--- src/rtl/timer_display_driver.sv ---
// MM.SS display stage: converts the timer's minute/second bytes to BCD with a
// sequential double-dabble and scans them onto a 4-digit common-anode display.
module timer_display_driver #(
  parameter int SCAN_DIV  = 50000,
  parameter int BLINK_DIV = 25000000
) (
  input  logic       clk,
  input  logic       rst_n,
  input  logic [7:0] MSBbinaryin,
  input  logic [7:0] LSBbinaryin,
  input  logic       StopLED,
  output logic [6:0] seg,
  output logic [3:0] an,
  output logic       dp
);
  localparam int SW = (SCAN_DIV  > 2) ? $clog2(SCAN_DIV)  : 1;
  localparam int BW = (BLINK_DIV > 2) ? $clog2(BLINK_DIV) : 1;

  typedef enum logic [1:0] {IDLE, LOAD, SHIFT, DONE} state_t;

  state_t         state_q, state_d;
  logic [7:0]     msb_in_q, msb_in_d, lsb_in_q, lsb_in_d;
  logic [7:0]     last_msb_q, last_msb_d, last_lsb_q, last_lsb_d;
  logic [7:0]     bin_m_q, bin_m_d, bin_s_q, bin_s_d;
  logic [7:0]     bcd_m_q, bcd_m_d, bcd_s_q, bcd_s_d;
  logic [7:0]     adj_m, adj_s;
  logic [2:0]     bit_cnt_q, bit_cnt_d;
  logic [15:0]    disp_q, disp_d;
  logic [SW-1:0]  scan_cnt_q, scan_cnt_d;
  logic [1:0]     idx_q, idx_d;
  logic [BW-1:0]  blink_cnt_q, blink_cnt_d;
  logic           blank_q, blank_d;
  logic [3:0]     digit;
  logic [6:0]     seg_q, seg_d;
  logic [3:0]     an_q, an_d;
  logic           dp_q, dp_d;

  function automatic logic [7:0] add3(input logic [7:0] b);
    add3[3:0] = (b[3:0] >= 4'd5) ? b[3:0] + 4'd3 : b[3:0];
    add3[7:4] = (b[7:4] >= 4'd5) ? b[7:4] + 4'd3 : b[7:4];
  endfunction

  function automatic logic [6:0] seg7(input logic [3:0] d);
    case (d)
      4'd0: seg7 = 7'b1000000;
      4'd1: seg7 = 7'b1111001;
      4'd2: seg7 = 7'b0100100;
      4'd3: seg7 = 7'b0110000;
      4'd4: seg7 = 7'b0011001;
      4'd5: seg7 = 7'b0010010;
      4'd6: seg7 = 7'b0000010;
      4'd7: seg7 = 7'b1111000;
      4'd8: seg7 = 7'b0000000;
      4'd9: seg7 = 7'b0010000;
      default: seg7 = 7'b0111111;
    endcase
  endfunction

  always_comb begin
    state_d     = state_q;
    msb_in_d    = MSBbinaryin;
    lsb_in_d    = LSBbinaryin;
    last_msb_d  = last_msb_q;
    last_lsb_d  = last_lsb_q;
    bin_m_d     = bin_m_q;
    bin_s_d     = bin_s_q;
    bcd_m_d     = bcd_m_q;
    bcd_s_d     = bcd_s_q;
    bit_cnt_d   = bit_cnt_q;
    disp_d      = disp_q;
    adj_m       = add3(bcd_m_q);
    adj_s       = add3(bcd_s_q);

    case (state_q)
      IDLE: if (msb_in_q != last_msb_q || lsb_in_q != last_lsb_q) state_d = LOAD;
      LOAD: begin
        last_msb_d = msb_in_q;
        last_lsb_d = lsb_in_q;
        bin_m_d    = (msb_in_q > 8'd99) ? 8'd99 : msb_in_q;
        bin_s_d    = (lsb_in_q > 8'd99) ? 8'd99 : lsb_in_q;
        bcd_m_d    = '0;
        bcd_s_d    = '0;
        bit_cnt_d  = '0;
        state_d    = SHIFT;
      end
      SHIFT: begin
        bcd_m_d   = {adj_m[6:0], bin_m_q[7]};
        bcd_s_d   = {adj_s[6:0], bin_s_q[7]};
        bin_m_d   = {bin_m_q[6:0], 1'b0};
        bin_s_d   = {bin_s_q[6:0], 1'b0};
        bit_cnt_d = bit_cnt_q + 3'd1;
        if (bit_cnt_q == 3'd7) state_d = DONE;
      end
      default: begin
        // all four digits land together so no half-converted value is shown
        disp_d  = {bcd_m_q, bcd_s_q};
        state_d = IDLE;
      end
    endcase
  end

  always_comb begin
    scan_cnt_d  = scan_cnt_q + SW'(1);
    idx_d       = idx_q;
    if (scan_cnt_q == SW'(SCAN_DIV - 1)) begin
      scan_cnt_d = '0;
      idx_d      = idx_q + 2'd1;
    end

    blink_cnt_d = blink_cnt_q + BW'(1);
    blank_d     = blank_q;
    if (!StopLED) begin
      blink_cnt_d = '0;
      blank_d     = 1'b0;
    end else if (blink_cnt_q == BW'(BLINK_DIV - 1)) begin
      blink_cnt_d = '0;
      blank_d     = ~blank_q;
    end

    case (idx_q)
      2'd0:    digit = disp_q[3:0];
      2'd1:    digit = disp_q[7:4];
      2'd2:    digit = disp_q[11:8];
      default: digit = disp_q[15:12];
    endcase
    seg_d = seg7(digit);
    an_d  = ~(4'b0001 << idx_q);
    dp_d  = (idx_q != 2'd2);
    if (blank_q) begin
      an_d = 4'b1111;
      dp_d = 1'b1;
    end
  end

  always_ff @(posedge clk or negedge rst_n) begin
    if (!rst_n) begin
      state_q     <= IDLE;
      msb_in_q    <= '0;
      lsb_in_q    <= '0;
      last_msb_q  <= '0;
      last_lsb_q  <= '0;
      bin_m_q     <= '0;
      bin_s_q     <= '0;
      bcd_m_q     <= '0;
      bcd_s_q     <= '0;
      bit_cnt_q   <= '0;
      disp_q      <= '0;
      scan_cnt_q  <= '0;
      idx_q       <= '0;
      blink_cnt_q <= '0;
      blank_q     <= 1'b0;
      seg_q       <= 7'b1111111;
      an_q        <= 4'b1111;
      dp_q        <= 1'b1;
    end else begin
      state_q     <= state_d;
      msb_in_q    <= msb_in_d;
      lsb_in_q    <= lsb_in_d;
      last_msb_q  <= last_msb_d;
      last_lsb_q  <= last_lsb_d;
      bin_m_q     <= bin_m_d;
      bin_s_q     <= bin_s_d;
      bcd_m_q     <= bcd_m_d;
      bcd_s_q     <= bcd_s_d;
      bit_cnt_q   <= bit_cnt_d;
      disp_q      <= disp_d;
      scan_cnt_q  <= scan_cnt_d;
      idx_q       <= idx_d;
      blink_cnt_q <= blink_cnt_d;
      blank_q     <= blank_d;
      seg_q       <= seg_d;
      an_q        <= an_d;
      dp_q        <= dp_d;
    end
  end

  assign seg = seg_q;
  assign an  = an_q;
  assign dp  = dp_q;
endmodule

--- config.mk ---
export PLATFORM = sky130hd
export DESIGN_NAME = timer_display_driver
export DESIGN_NICKNAME = d
export VERILOG_FILES = /design/src/rtl/timer_display_driver.sv
export SDC_FILE = /design/constraint.sdc
export NUM_CORES = 1
export LEC_CHECK = 0
export ABC_AREA = 1
export CORE_AREA = 2 2 143 145
export CTS_CLUSTER_SIZE = 12
export DETAILED_ROUTE_END_ITERATION = 10
export DIE_AREA = 0 0 145 147
export GPL_TIMING_DRIVEN = 0
export SETUP_SLACK_MARGIN = 0.5
export SLEW_MARGIN = 10
export SYNTH_ARGS = -nofsm -noshare
export SYNTH_HDL_FRONTEND = slang
export SYNTH_SLANG_ARGS = --single-unit
--- constraint.sdc ---
create_clock -name clk -period 2.02 [get_ports clk]
set_input_delay 0.404 -clock clk [delete_from_list [all_inputs] [get_ports clk]]
set_output_delay 0.404 -clock clk [all_outputs]
set_load 0.01 [all_outputs]
# --- Word level (Yosys, flattened, before mapping) ---
# Memory sizes are Yosys's and may differ from the RTL's. A register that Yosys moved wholly into a read port is not among the register bits.
# Cells that the tools add are included.
word_totals:
  ff_bits: 134
  rom_bits: 112
  input_bits: 19
  out_inout_bits: 12
  elab_cells: 77
  n_memories: 1
classes:
  n_addsub: 8
  n_lt_le_gt_ge: 6
  n_eq_ne: 13
  shifts: 1
  mux: 22
  n_bitwise: 2
  reduce_logical: 7
mem_list:
  columns: ["memory", "words", "word_bits", "read_ports", "rd_clocked_by_memory_dff", "write_ports", "line", "text"]
  rows:
  - ["(name not given)", 16, 7, 1, 1, 0, "44", "case (d)"]
ops:
  columns: ["operator", "count"]
  rows:
  - ["$pmux W8 S2", 4]
  - ["$mux W25", 2]
  - ["$add A25 B1 Y25 const B", 1]
  - ["$eq A25 B25 Y1 const B", 1]
  - ["$add A16 B1 Y16 const B", 1]
  - ["$eq A16 B16 Y1 const B", 1]
  - ["$ge A4 B3 Y1 const B", 4]
  - ["$gt A8 B7 Y1 const B", 2]
  - ["$mux W16", 1]
  - ["$mux W8", 2]
  - ["$ne A8 B8 Y1", 2]
  - ["$mux W4", 3]
  - ["$pmux W4 S3", 1]
  - ["$add A4 B2 Y4 const B", 2]
  - ["$add A3 B2 Y3 const B", 2]
  - ["$mux W3", 2]
  - ["$ne A2 B2 Y1 const B", 3]
  - ["$pmux W2 S3", 1]
  - ["$pmux W3 S2", 1]
  - ["$eq A2 B1 Y1 const B", 2]
  - ["$eq A2 B2 Y1 const B", 2]
  - ["$logic_not A2 Y1", 2]
  - ["$mux W2", 2]
  - ["$not A4 Y4", 1]
  - ["other kinds (12)", 14]

# --- Depth between registers and ports, before layout ---
# Gate-level depths: netlist of the first run.
depth:
  depth_word: 4
  ltp_mapped: 11
  depth_no_buf: 11

# --- Worst setup path after synthesis of the first run ---
# No wires, ideal clock.
synth_timing:
  kind: "flip-flop to flip-flop"
  startpoint: "register idx_q[0]"
  endpoint: "register seg_q[5] (netlist: seg[5])"
  setup_time_ns: 0.079
  t_arrival_ns: 1.792
  required_time_ns: 1.941
  setup_slack_ns: 0.149
  path_stages_with_launch: 10
  path_buffers: 0
  cell_sequence: "dfrtp_1 > ha_1 > inv_1 > nand2_1 > o22ai_1 > inv_1 > ha_1 > or2_2 > nand3_1 > nand2_1"
synth_via:
  elab_chain_len: 2
  elab_cells_between_ends: 4
  cone_classes: "eq/ne (2); mux (1); reduce/logical (1)"
synth_rtl:
  columns: ["item", "line", "text"]
  rows:
  - ["start: declaration", "30", "logic [1:0] idx_q, idx_d;"]
  - ["start signal: assignment", "168", "idx_q <= idx_d;"]
  - ["$eq A2 B2 Y1, or another cell as far along", "120", "case (idx_q)"]
  - ["$pmux W4 S3 *", "120", null]
  - ["end: declaration", "34", "logic [6:0] seg_q, seg_d;"]
# Mark *: on every way between the ends. The rest lies on a longest branch, timed or not.
# A chain may end at the register's enable or synchronous reset.

# --- Final worst setup path of the first run ---
layout_timing:
  startpoint: "register idx_q[1]"
  endpoint: "register seg_q[4] (netlist: seg[4])"
# Same word-level chain as after synthesis.

==> results.py, run 1 <==
metrics = {
    "worst_hold_path": {
        "hold_path.class": "in2reg",
    },
    "finish": {
        "multiInputGateArea_um2": 3190,
        "fin_util": 0.455,
        "final_layout_size_suffix_gt1_frac": 0.221,
        "synthToLayoutAreaGrowth_pct": 31.7,
        "layout.nets": 972,
        "regArea_um2": 3520,
        "antennaDiodeCount": 0,
        "stdcell_count": 1208,
        "final.fill_count": 1886,
    },
    "floorplanning": {
        "die-area_um2": 21300,
        "die_h_um": 147,
        "start_util": 0.346,
        "row_count": 52,
        "die_w_um": 145,
        "fp.coreArea_um2": 19800,
        "ioPinCount": 31,
    },
    "synthesis": {
        "synth.distinct_cells": 33,
        "synthCells": 835,
        "yosysTopAreaCell": "dfrtp_1",
        "synth_warnings": 0,
        "synth.ff_latch_count": 140,
        "async_flop_share": 1.00,
        "ys_seq_area_frac": 0.513,
        "yosysMostFrequentCell": "nand2_1",
        "ys.flop_type": "dfrtp_1",
        "synth_top_area_share": 0.471,
        "netlist_area_um2": 6860,
        "syn_avg_cell_area_um2": 8.21,
        "synth_top_cells_by_area": "dfrtp_1, nand2_1, inv_1",
        "synth_edf_count": 0,
        "syn_nets": 878,
        "yosys-top-cells-count": "nand2_1, inv_1, dfrtp_1",
    },
    "sta": {
        "slew_viol_final": 0,
        "finalSetupViolations": 0,
        "fmax_mhz": 581,
        "rsz0062_at_grt": "true",
        "period_share": 0.852,
        "clock_skew_ns": 0.00807,
        "tns_ns": 0,
        "slew_headroom": 0.630,
        "worstMarginPinSlew_ns": 0.556,
        "min_period_ns": 1.72,
        "holdWs_ns": 0.421,
        "hold_violations": 0,
    },
    "clocking": {
        "cts_made_buffers": 17,
        "cts_sinks": 140,
        "clockBufferDepth": 2,
        "htree_levels": 4,
        "cts-root-buf": "clkbuf_16",
        "clk_latency_ns": 0.42,
        "clk_pin_slew_worst_paths_ns": 0.06,
        "cts_tree": "built",
    },
    "worst_setup_path": {
        "cpMostUsedCell": "nand2_1",
        "slowest_delay_ns": 0.46,
        "required_ns": 2.38,
        "crit_buf_inv": 2,
        "arrival_ns": 2.08,
        "endpoint_kind": "flip-flop",
        "crit_chain": "buf_6 > ha_4 > nand2_4 > o21ai_4 > o22ai_4 > inv_2 > ha_1 > o21ai_1 > nand2_1 > nand2_1",
        "crit_family": "flip-flops",
        "path_max_fanout": 4,
        "startpoint_type": "flip-flop",
        "path_class": "reg2reg",
        "cpMaxStageDelayCell": "dfrtp_2",
    },
    "placement": {
        "placed_cells": 1136,
        "io_buffers": 30,
        "dp_hpwl_mm": 10.3,
        "gp_congestion": 0.810,
    },
    "grt": {
        "use_met2": 0.244,
        "track_usage": 0.151,
        "antenna_found_initial": 0,
        "grtUsageMet1": 0.199,
        "grt_overflow": 0,
        "grt_max_degree": 72,
        "grt_pass1_wl_mm": 26.1,
        "top_usage_layer": "met2",
        "grt_pass1_vias": 5422,
        "met3_usage": 0.0317,
    },
    "status": {
        "status": "complete, no violations",
    },
    "routing": {
        "ant_nets": 0,
        "via_count": 5675,
        "drt-wirelength-per-cell_um": 13.0,
        "drc_errors": 0,
        "routed_wl_mm": 15.7,
        "viasPerCell": 4.70,
        "drt_first_pass_iters": 5,
        "initialDrtViolationCount": 330,
    },
    "run": {
        "cap_violations": 0,
    },
    "power": {
        "ir_drop_mv": 0.596,
        "power.leakage_nw": 4.17,
        "cellPowerDensity_nw_per_um2": 1190,
    },
}
[cell type report]
| class | instances | area share |
|---|---|---|
| sequential | 140 | 0.390 |
| tap | 270 | 0.0374 |
| multi-input combinational | 547 | 0.354 |
| buffer | 16 | 0.0137 |
| timing repair buffer | 75 | 0.0755 |
| inverter | 132 | 0.0568 |
| clock inverter | 7 | 0.0208 |
| clock buffer | 21 | 0.0521 |
[kinds of logic after synthesis]
group / after synthesis / share of synthesized area
buffers and inverters: 148 / 0.0828
XOR/XNOR: 15 / 0.0192
AO/OA/AOI/OAI: 121 / 0.0993
AND/OR/NAND/NOR: 385 / 0.239
flip-flops: 140 / 0.513
adder cells (fa/ha/maj): 24 / 0.0438
multiplexers: 2 / 0.00328
[cell usage in the layout (no fill, tap or decap), types with 6 or more instances in the layout]
cell             netlist  final
a21oi_1               25     23
buf_2                  1     12
buf_4                  1     32
buf_6                  1     12
bufinv_16              0      6
clkbuf_16              0     17
clkbuf_2               0      8
clkdlybuf4s50_1        0     16
dfrtp_1              129    123
dfrtp_2                0      6
dfstp_2               11     11
ha_1                  24     16
ha_4                   0      7
inv_1                132    120
inv_2                  0      7
nand2_1              188    176
nand2_2                3     10
nand3_1               42     31
nand3_2                0     10
nand4_1               17     17
nor2_1                96     84
nor2_2                 0      8
nor2_4                 3      7
nor3_1                28     20
nor3_2                 2      7
o21ai_0               65     55
o22ai_1               12      9
xor2_1                11     11
[flip-flops by register name, summed over array words and instances (netlist names)]
| signal | count |
|---|---|
| disp_q | 16 |
| state_q | 2 |
| an | 4 |
| bin_s_q | 8 |
| blank_q | 1 |
| blink_cnt_q | 25 |
| msb_in_q | 8 |
| lsb_in_q | 8 |
| bcd_s_q | 8 |
| seg | 7 |
| idx_q | 2 |
| bcd_m_q | 8 |
| last_lsb_q | 8 |
| bit_cnt_q | 3 |
| bin_m_q | 8 |
| scan_cnt_q | 16 |
| last_msb_q | 8 |
[metrics by stage]
step	area (µm²)	setup slack, ns	power [W]
finish	9030	0.300	0.0108
global route	9030	0.239	0.0115
CTS	8580	0.363	0.0102
detailed placement	7610	0.0390	0.00640
global placement	7580	-5.29	0.00636
floorplan	6940	0.413	0.00554
[where the power goes]
group	internal, W	switching [W]	leakage [nW]
Clock	0.00239	0.00113	0.317
Combinational	0.00152	0.00202	2.08
Sequential	0.00342	0.000296	1.78
[final timing paths]
| kind | start | endpoint | slack [ns] | depth (start not counted) |
|---|---|---|---|---|
| max | idx_q[1]$_DFFE_PN0N_ | seg[4]$_DFF_PN1_ | 0.30 | 10 |
| min | MSBbinaryin[1] | msb_in_q[1]$_DFF_PN0_ | 0.42 | 1 |
| max reg2reg | idx_q[1]$_DFFE_PN0N_ | seg[4]$_DFF_PN1_ | 0.30 | 10 |
| min reg2reg | scan_cnt_q[0]$_DFF_PN0_ | scan_cnt_q[0]$_DFF_PN0_ | 0.46 | 1 |
| max in group asynchronous | rst_n | state_q[1]$_DFFE_PN0P_ | 0.75 | 3 |
| min in group asynchronous | rst_n | blink_cnt_q[11]$_DFF_PN0_ | 0.54 | 2 |
[metal layers]
metal / part of all wire / routed length (µm)
met5: 0 / 0
met4: 0.020 / 316
met3: 0.027 / 423
met2: 0.49 / 7680
met1: 0.46 / 7280
[repair_timing]
item	in CTS	in global routing
hold endpoints to repair	59	0
pin swaps	19	24
hold buffers	1	0
cloned	1	1
setup endpoints to repair	83	104
resized for setup	98	96
buffers inserted	21	20
Note: power is estimated with default switching activity, not from simulation.
==> run 2, diff against run 1 <==
DONT_BUFFER_PORTS = 1   (was default)
==> run 2 against run 1 <==
The flow now finishes with violations (negative hold slack). Utilization down 1.8 points. First-iteration DRC count down 7.0%. Combinational power down 16%. Design area down 3.9%. Sequential cell count unchanged. Worst setup slack better by 0.069 ns. Critical path type unchanged. Die area unchanged. Worst hold slack worse by 0.75 ns. Sequential power up 1%. Non-clock buffer count down 33.
==> results.py, run 2 (synthesized netlist as in run 1, its figures left out) <==
metrics = {
    "sta": {
        "rsz0062_at_grt": "true",
        "worstMarginPinSlew_ns": 0.549,
        "finalSetupViolations": 0,
        "clock_skew_ns": 0.00860,
        "hold_violations": 140,
        "slew_headroom": 0.634,
        "period_share": 0.817,
        "timing.final.ws_setup_ns": 0.369,
        "tns_ns": 0,
        "fmax_mhz": 606,
        "holdWs_ns": -0.326,
        "slew_viol_final": 0,
        "min_period_ns": 1.65,
    },
    "grt": {
        "antenna_found_initial": 0,
        "grt_overflow": 0,
        "grt_pass1_vias": 5366,
        "met3_usage": 0.0348,
        "grtUsageMet1": 0.192,
        "track_usage": 0.147,
        "grt_max_degree": 141,
        "use_met2": 0.244,
        "top_usage_layer": "met2",
        "grt_pass1_wl_mm": 25.6,
    },
    "clocking": {
        "clk_latency_ns": 0.43,
        "cts_made_buffers": 17,
        "cts-root-buf": "clkbuf_16",
        "clockBufferDepth": 2,
        "clk_pin_slew_worst_paths_ns": 0.06,
        "htree_levels": 4,
        "cts_sinks": 140,
        "cts_tree": "built",
        "cts.hold.buffers_added": 16,
    },
    "status": {
        "failed_checks": "negative hold slack",
        "status": "finished, violations left",
    },
    "worst_setup_path": {
        "r2r_cells": 10,
        "endpoint_kind": "flip-flop",
        "reg2reg_from": "idx_q[1]$_DFFE_PN0N_",
        "reg2reg_to": "seg[5]$_DFF_PN1_",
        "cpMaxStageDelayCell": "dfrtp_2",
        "arrival_ns": 2.01,
        "slowest_delay_ns": 0.46,
        "path_max_fanout": 4,
        "crit_buf_inv": 3,
        "startpoint_type": "flip-flop",
        "required_ns": 2.38,
        "path_class": "reg2reg",
        "r2r_slack_ns": 0.37,
        "crit_chain": "inv_4 > ha_4 > inv_4 > o21ai_4 > o22ai_4 > inv_2 > ha_4 > or2_4 > nand3_2 > nand2_2",
        "crit_family": "flip-flops",
    },
    "placement": {
        "dp_hpwl_mm": 10.1,
        "place_ws_ns": 0.151,
        "dpl_cell_area_um2": 7280,
        "gp_congestion": 0.810,
        "io_buffers": 0,
    },
    "routing": {
        "viasPerCell": 4.80,
        "via_count": 5667,
        "initialDrtViolationCount": 307,
        "routed_wl_mm": 15.5,
        "drt_first_pass_iters": 6,
        "drt-wirelength-per-cell_um": 13.1,
        "ant_nets": 0,
        "drc_errors": 0,
    },
    "finish": {
        "final_layout_size_suffix_gt1_frac": 0.205,
        "final.fill_count": 1935,
        "largest_registers": "blink_cnt_q (25), disp_q (16), scan_cnt_q (16)",
        "fin_area_um2": 8680,
        "layout.nets": 940,
        "synthToLayoutAreaGrowth_pct": 26.5,
        "final_common_cell": "nand2_1",
        "final_cell_mix": "nand2_1, dfrtp_1, inv_1, nor2_1, o21ai_0",
        "antennaDiodeCount": 0,
        "largest_reg_flops": 25,
        "top_register": "blink_cnt_q",
    },
    "floorplanning": {
        "die_h_um": 147,
        "die-area_um2": 21300,
        "die_w_um": 145,
        "ioPinCount": 31,
        "start_util": 0.346,
        "fp.coreArea_um2": 19800,
        "row_count": 52,
    },
    "power": {
        "power.internal_w": 0.00651,
        "p_sw_w": 0.00335,
        "power.leakage_nw": 3.96,
        "sw_frac_of_total": 0.340,
        "p_clk_frac": 0.317,
        "cellPowerDensity_nw_per_um2": 1140,
        "ir_drop_mv": 0.607,
        "seqPwrFrac": 0.382,
        "power_frac_comb": 0.301,
    },
    "worst_hold_path": {
        "hold_path.class": "in2async",
    },
    "run": {
        "cap_violations": 0,
    },
}
run 2: cell types whose count changed in the layout (fill, tap and decap cells not counted), moves of 5 or more:
cell             before  now
nand2_2              10   15
clkinv_4              0    6
o21ai_1               3    9
buf_4                32   19
buf_2                12    0
clkdlybuf4s50_1      16    0
dlygate4sd3_1         1   16
run 2: how the worst max path moves through the flow:
stage                           startpoint                      to  cells past startpoint
global placement    state_q[0]$_DFFE_PN0P_  bcd_m_q[6]$_DFFE_PN0P_                      7
global route          idx_q[1]$_DFFE_PN0N_        seg[3]$_DFF_PN1_                     11
detailed placement  state_q[0]$_DFFE_PN0P_  bcd_m_q[5]$_DFFE_PN0P_                      7
CTS                   idx_q[1]$_DFFE_PN0N_        seg[5]$_DFF_PN1_                     10
floorplan             idx_q[0]$_DFFE_PN0N_        seg[5]$_DFF_PN1_                     10
finish                idx_q[1]$_DFFE_PN0N_        seg[5]$_DFF_PN1_                     10
run 2: power by group through the flow:
stage	Sequential (W)	Combinational [W]	Clock, W
after global placement	0.00379	0.00235	0
after CTS	0.00376	0.00270	0.00320
final	0.00377	0.00297	0.00313
after floorplan	0.00371	0.00182	0
after global routing	0.00384	0.00337	0.00332
after detailed placement	0.00380	0.00240	0
run 2: what timing repair did:
| item | 4_1_cts | 5_1_grt |
|---|---|---|
| setup buffers | 15 | 9 |
| pin swaps | 26 | 31 |
| setup endpoints to repair | 70 | 86 |
| hold endpoints to repair | 156 | 140 |
| resized for setup | 52 | 90 |
| gates cloned | 2 | 1 |
run 2: metrics by stage:
step           utilization  instances  power, W
6_report             0.437       1180   0.00987
2_1_floorplan            -        835   0.00554
4_1_cts              0.420       1170   0.00966
5_1_grt              0.437       1180    0.0105
3_3_place_gp         0.367       1105   0.00614
3_5_place_dp         0.367       1105   0.00620
run 2: routing by layer:
layer	up-vias	wire length [µm]
met5	-	0
met4	0	273
met3	21	449
met2	88	7510
met1	2746	7260
li1	2812	-
run 2: layout make-up:
class / instances / area [µm²] / area share
Buffer: 16 / 115 / 0.0133
Tap cell: 270 / 338 / 0.0389
Timing Repair Buffer: 42 / 382 / 0.0440
Sequential cell: 140 / 3520 / 0.406
Inverter: 132 / 510 / 0.0588
Clock inverter: 12 / 139 / 0.0160
Clock buffer: 20 / 457 / 0.0526
Multi-Input combinational cell: 548 / 3210 / 0.370
run 2: worst reg2reg max path: stages (launching register included):
cell and delay, ns:
dfrtp_2 0.46, inv_4 0.07, ha_4 0.18, inv_4 0.08, o21ai_4 0.06, o22ai_4 0.17, inv_2 0.09, ha_4 0.16
or2_4 0.22, nand3_2 0.06, nand2_2 0.04
==> run 3, diff against run 2 <==
clock period = 1.72 ns   (was 2.02 ns; I/O delays follow)
==> run 3 against run 2 <==
Sequential share of layout area down 7.2 points. First-iteration DRC count up 23%. Final cell count up 7.5%. Clock-buffer cell count down 2. Utilization up 9.7 points. The flow still finishes with violations (negative hold slack). Design area up 22%. Global-route usage up 2.3 points. Critical path depth up 1. Via count up 9.6%. Critical path type unchanged.
==> results.py, run 3 (synthesized netlist as in run 1, its figures left out) <==
metrics = {
    "placement": {
        "dp_hpwl_mm": 10.3,
        "io_buffers": 0,
        "gp_congestion": 0.819,
        "dpl_cell_area_um2": 7500,
        "placed_cells": 1105,
    },
    "worst_hold_path": {
        "hold_path.class": "in2async",
    },
    "finish": {
        "fin_area_um2": 10600,
        "layout.nets": 1028,
        "final_layout_size_suffix_gt1_frac": 0.432,
        "top_register": "blink_cnt_q",
        "antennaDiodeCount": 0,
        "multiInputGateArea_um2": 3940,
        "regArea_um2": 3540,
        "synthToLayoutAreaGrowth_pct": 54.6,
        "final_common_cell": "nand2_1",
        "largest_reg_flops": 25,
        "final_cell_mix": "nand2_1, dfrtp_1, inv_1, buf_4, nor2_1",
        "largest_registers": "blink_cnt_q (25), disp_q (16), scan_cnt_q (16)",
        "stdcell_count": 1268,
        "final.fill_count": 1629,
    },
    "sta": {
        "worstMarginPinSlew_ns": 0.572,
        "fmax_mhz": 584,
        "slew_viol_final": 0,
        "slew_headroom": 0.619,
        "period_share": 0.996,
        "finalSetupViolations": 0,
        "rsz0062_at_grt": "true",
        "clock_skew_ns": 0.00846,
        "holdWs_ns": -0.384,
        "min_period_ns": 1.71,
        "hold_violations": 140,
    },
    "routing": {
        "viasPerCell": 4.90,
        "initialDrtViolationCount": 377,
        "drt_first_pass_iters": 5,
        "ant_nets": 0,
        "routed_wl_mm": 19.1,
        "drt-wirelength-per-cell_um": 15.1,
        "via_count": 6212,
        "drc_errors": 0,
    },
    "grt": {
        "grt_pass1_wl_mm": 29.4,
        "antenna_found_initial": 0,
        "grt_pass1_vias": 5969,
        "track_usage": 0.170,
        "grt_overflow": 0,
        "grt_max_degree": 141,
    },
    "worst_setup_path": {
        "path_class": "reg2reg",
        "required_ns": 2.09,
        "endpoint_kind": "flip-flop",
        "arrival_ns": 2.08,
        "path_max_fanout": 4,
        "startpoint_type": "flip-flop",
    },
    "floorplanning": {
        "row_count": 52,
        "ioPinCount": 31,
        "die-area_um2": 21300,
        "start_util": 0.346,
        "die_h_um": 147,
        "die_w_um": 145,
        "fp.coreArea_um2": 19800,
    },
    "clocking": {
        "cts_made_buffers": 17,
        "cts_sinks": 140,
        "clk_latency_ns": 0.43,
        "htree_levels": 4,
        "cts-root-buf": "clkbuf_16",
        "clockBufferDepth": 2,
        "clk_pin_slew_worst_paths_ns": 0.06,
        "cts.hold.buffers_added": 16,
        "cts_tree": "built",
    },
    "power": {
        "power.leakage_nw": 4.86,
        "ir_drop_mv": 0.781,
        "cellPowerDensity_nw_per_um2": 1430,
    },
    "run": {
        "cap_violations": 0,
    },
    "status": {
        "failed_checks": "negative hold slack",
        "status": "finished, violations left",
    },
}
-- run 3: changes by cell type in the layout (fill, tap and decap cells not counted), moves of 12 or more --
| cell | change |
|---|---|
| nand2_4 | +13 |
| o21ai_0 | -43 |
| clkbuf_16 | +12 |
| nor2_4 | +15 |
| nand2_1 | -41 |
| buf_6 | +26 |
| a21oi_1 | -18 |
| buf_4 | +49 |
| nor2_1 | -18 |
| o21ai_1 | +17 |
| o21ai_2 | +24 |
| a21oi_2 | +17 |
| nand2_2 | +27 |
-- run 3: timing repair --
action                                 4_1_cts  5_1_grt
setup endpoints to repair                  128      128
endpoints found under the hold margin      156      140
setup buffers                               72       30
pin swaps                                   60       56
gates resized for setup                    180      190
gates cloned                                 7        6
-- run 3: path summary, 6_finish.rpt --
| path | start | slack, ns | end | depth (start not counted) |
|---|---|---|---|---|
| min in group clk | StopLED | 0.02 | blink_cnt_q[20]$_DFF_PN0_ | 2 |
| worst max register to register | idx_q[1]$_DFFE_PN0N_ | 0.007 | seg[3]$_DFF_PN1_ | 11 |
| worst min-delay path | rst_n | -0.38 | blink_cnt_q[7]$_DFF_PN0_ | 0 |
| worst max-delay path | idx_q[1]$_DFFE_PN0N_ | 0.007 | seg[3]$_DFF_PN1_ | 11 |
| worst min register to register | bin_m_q[0]$_DFFE_PN0P_ | 0.49 | bin_m_q[0]$_DFFE_PN0P_ | 2 |
| max in group asynchronous | rst_n | 1.77 | seg[0]$_DFF_PN1_ | 0 |
-- run 3: stage by stage --
| stage | setup slack, ns | util | power (W) | setup TNS, ns | hold slack, ns |
|---|---|---|---|---|---|
| finish | 0.00735 | 0.534 | 0.0151 | 0 | -0.384 |
| detailed placement | -0.0813 | 0.378 | 0.00768 | -0.637 | 0.0565 |
| global route | -0.0800 | 0.534 | 0.0159 | -0.487 | -0.414 |
| floorplan | 0.116 | - | 0.00691 | 0 | 0.0484 |
| global placement | -0.0800 | 0.378 | 0.00763 | -0.562 | 0.0563 |
| CTS | 0.0753 | 0.485 | 0.0137 | 0 | -0.410 |
-- run 3: final cells by class --
| class | count | area share |
|---|---|---|
| plain buffers | 16 | 0.0265 |
| clock inverters | 14 | 0.0196 |
| well taps | 270 | 0.0319 |
| multi-input cells | 547 | 0.372 |
| clock buffers | 18 | 0.0414 |
| flip-flops and latches | 140 | 0.334 |
| inverters | 132 | 0.0505 |
| repair buffers | 131 | 0.125 |
-- run 3: metal layers --
layer / GRT usage / vias to the layer above / part of all wire
met1: 0.206 / 3073 / 0.42
met4: 0.0540 / 0 / 0.019
met5: 0 / - / 0
met3: 0.0407 / 28 / 0.037
li1: - / 2987 / -
met2: 0.301 / 124 / 0.53
-- run 3: power breakdown --
part	internal [W]	switching [W]	total [W]
Sequential	0.00403	0.000493	0.00452
Combinational	0.00334	0.00325	0.00659
Clock	0.00250	0.00151	0.00401
-- run 3: critical path, cell delays in order, from the launching register on --
cell     delay (ns)
dfrtp_2        0.47
inv_4          0.11
ha_4           0.16
inv_4          0.05
o21ai_2        0.15
o22ai_2        0.14
ha_1           0.30
inv_1          0.07
nand2_1        0.05
nand2_1        0.05
nand2_1        0.05
nand2_1        0.05
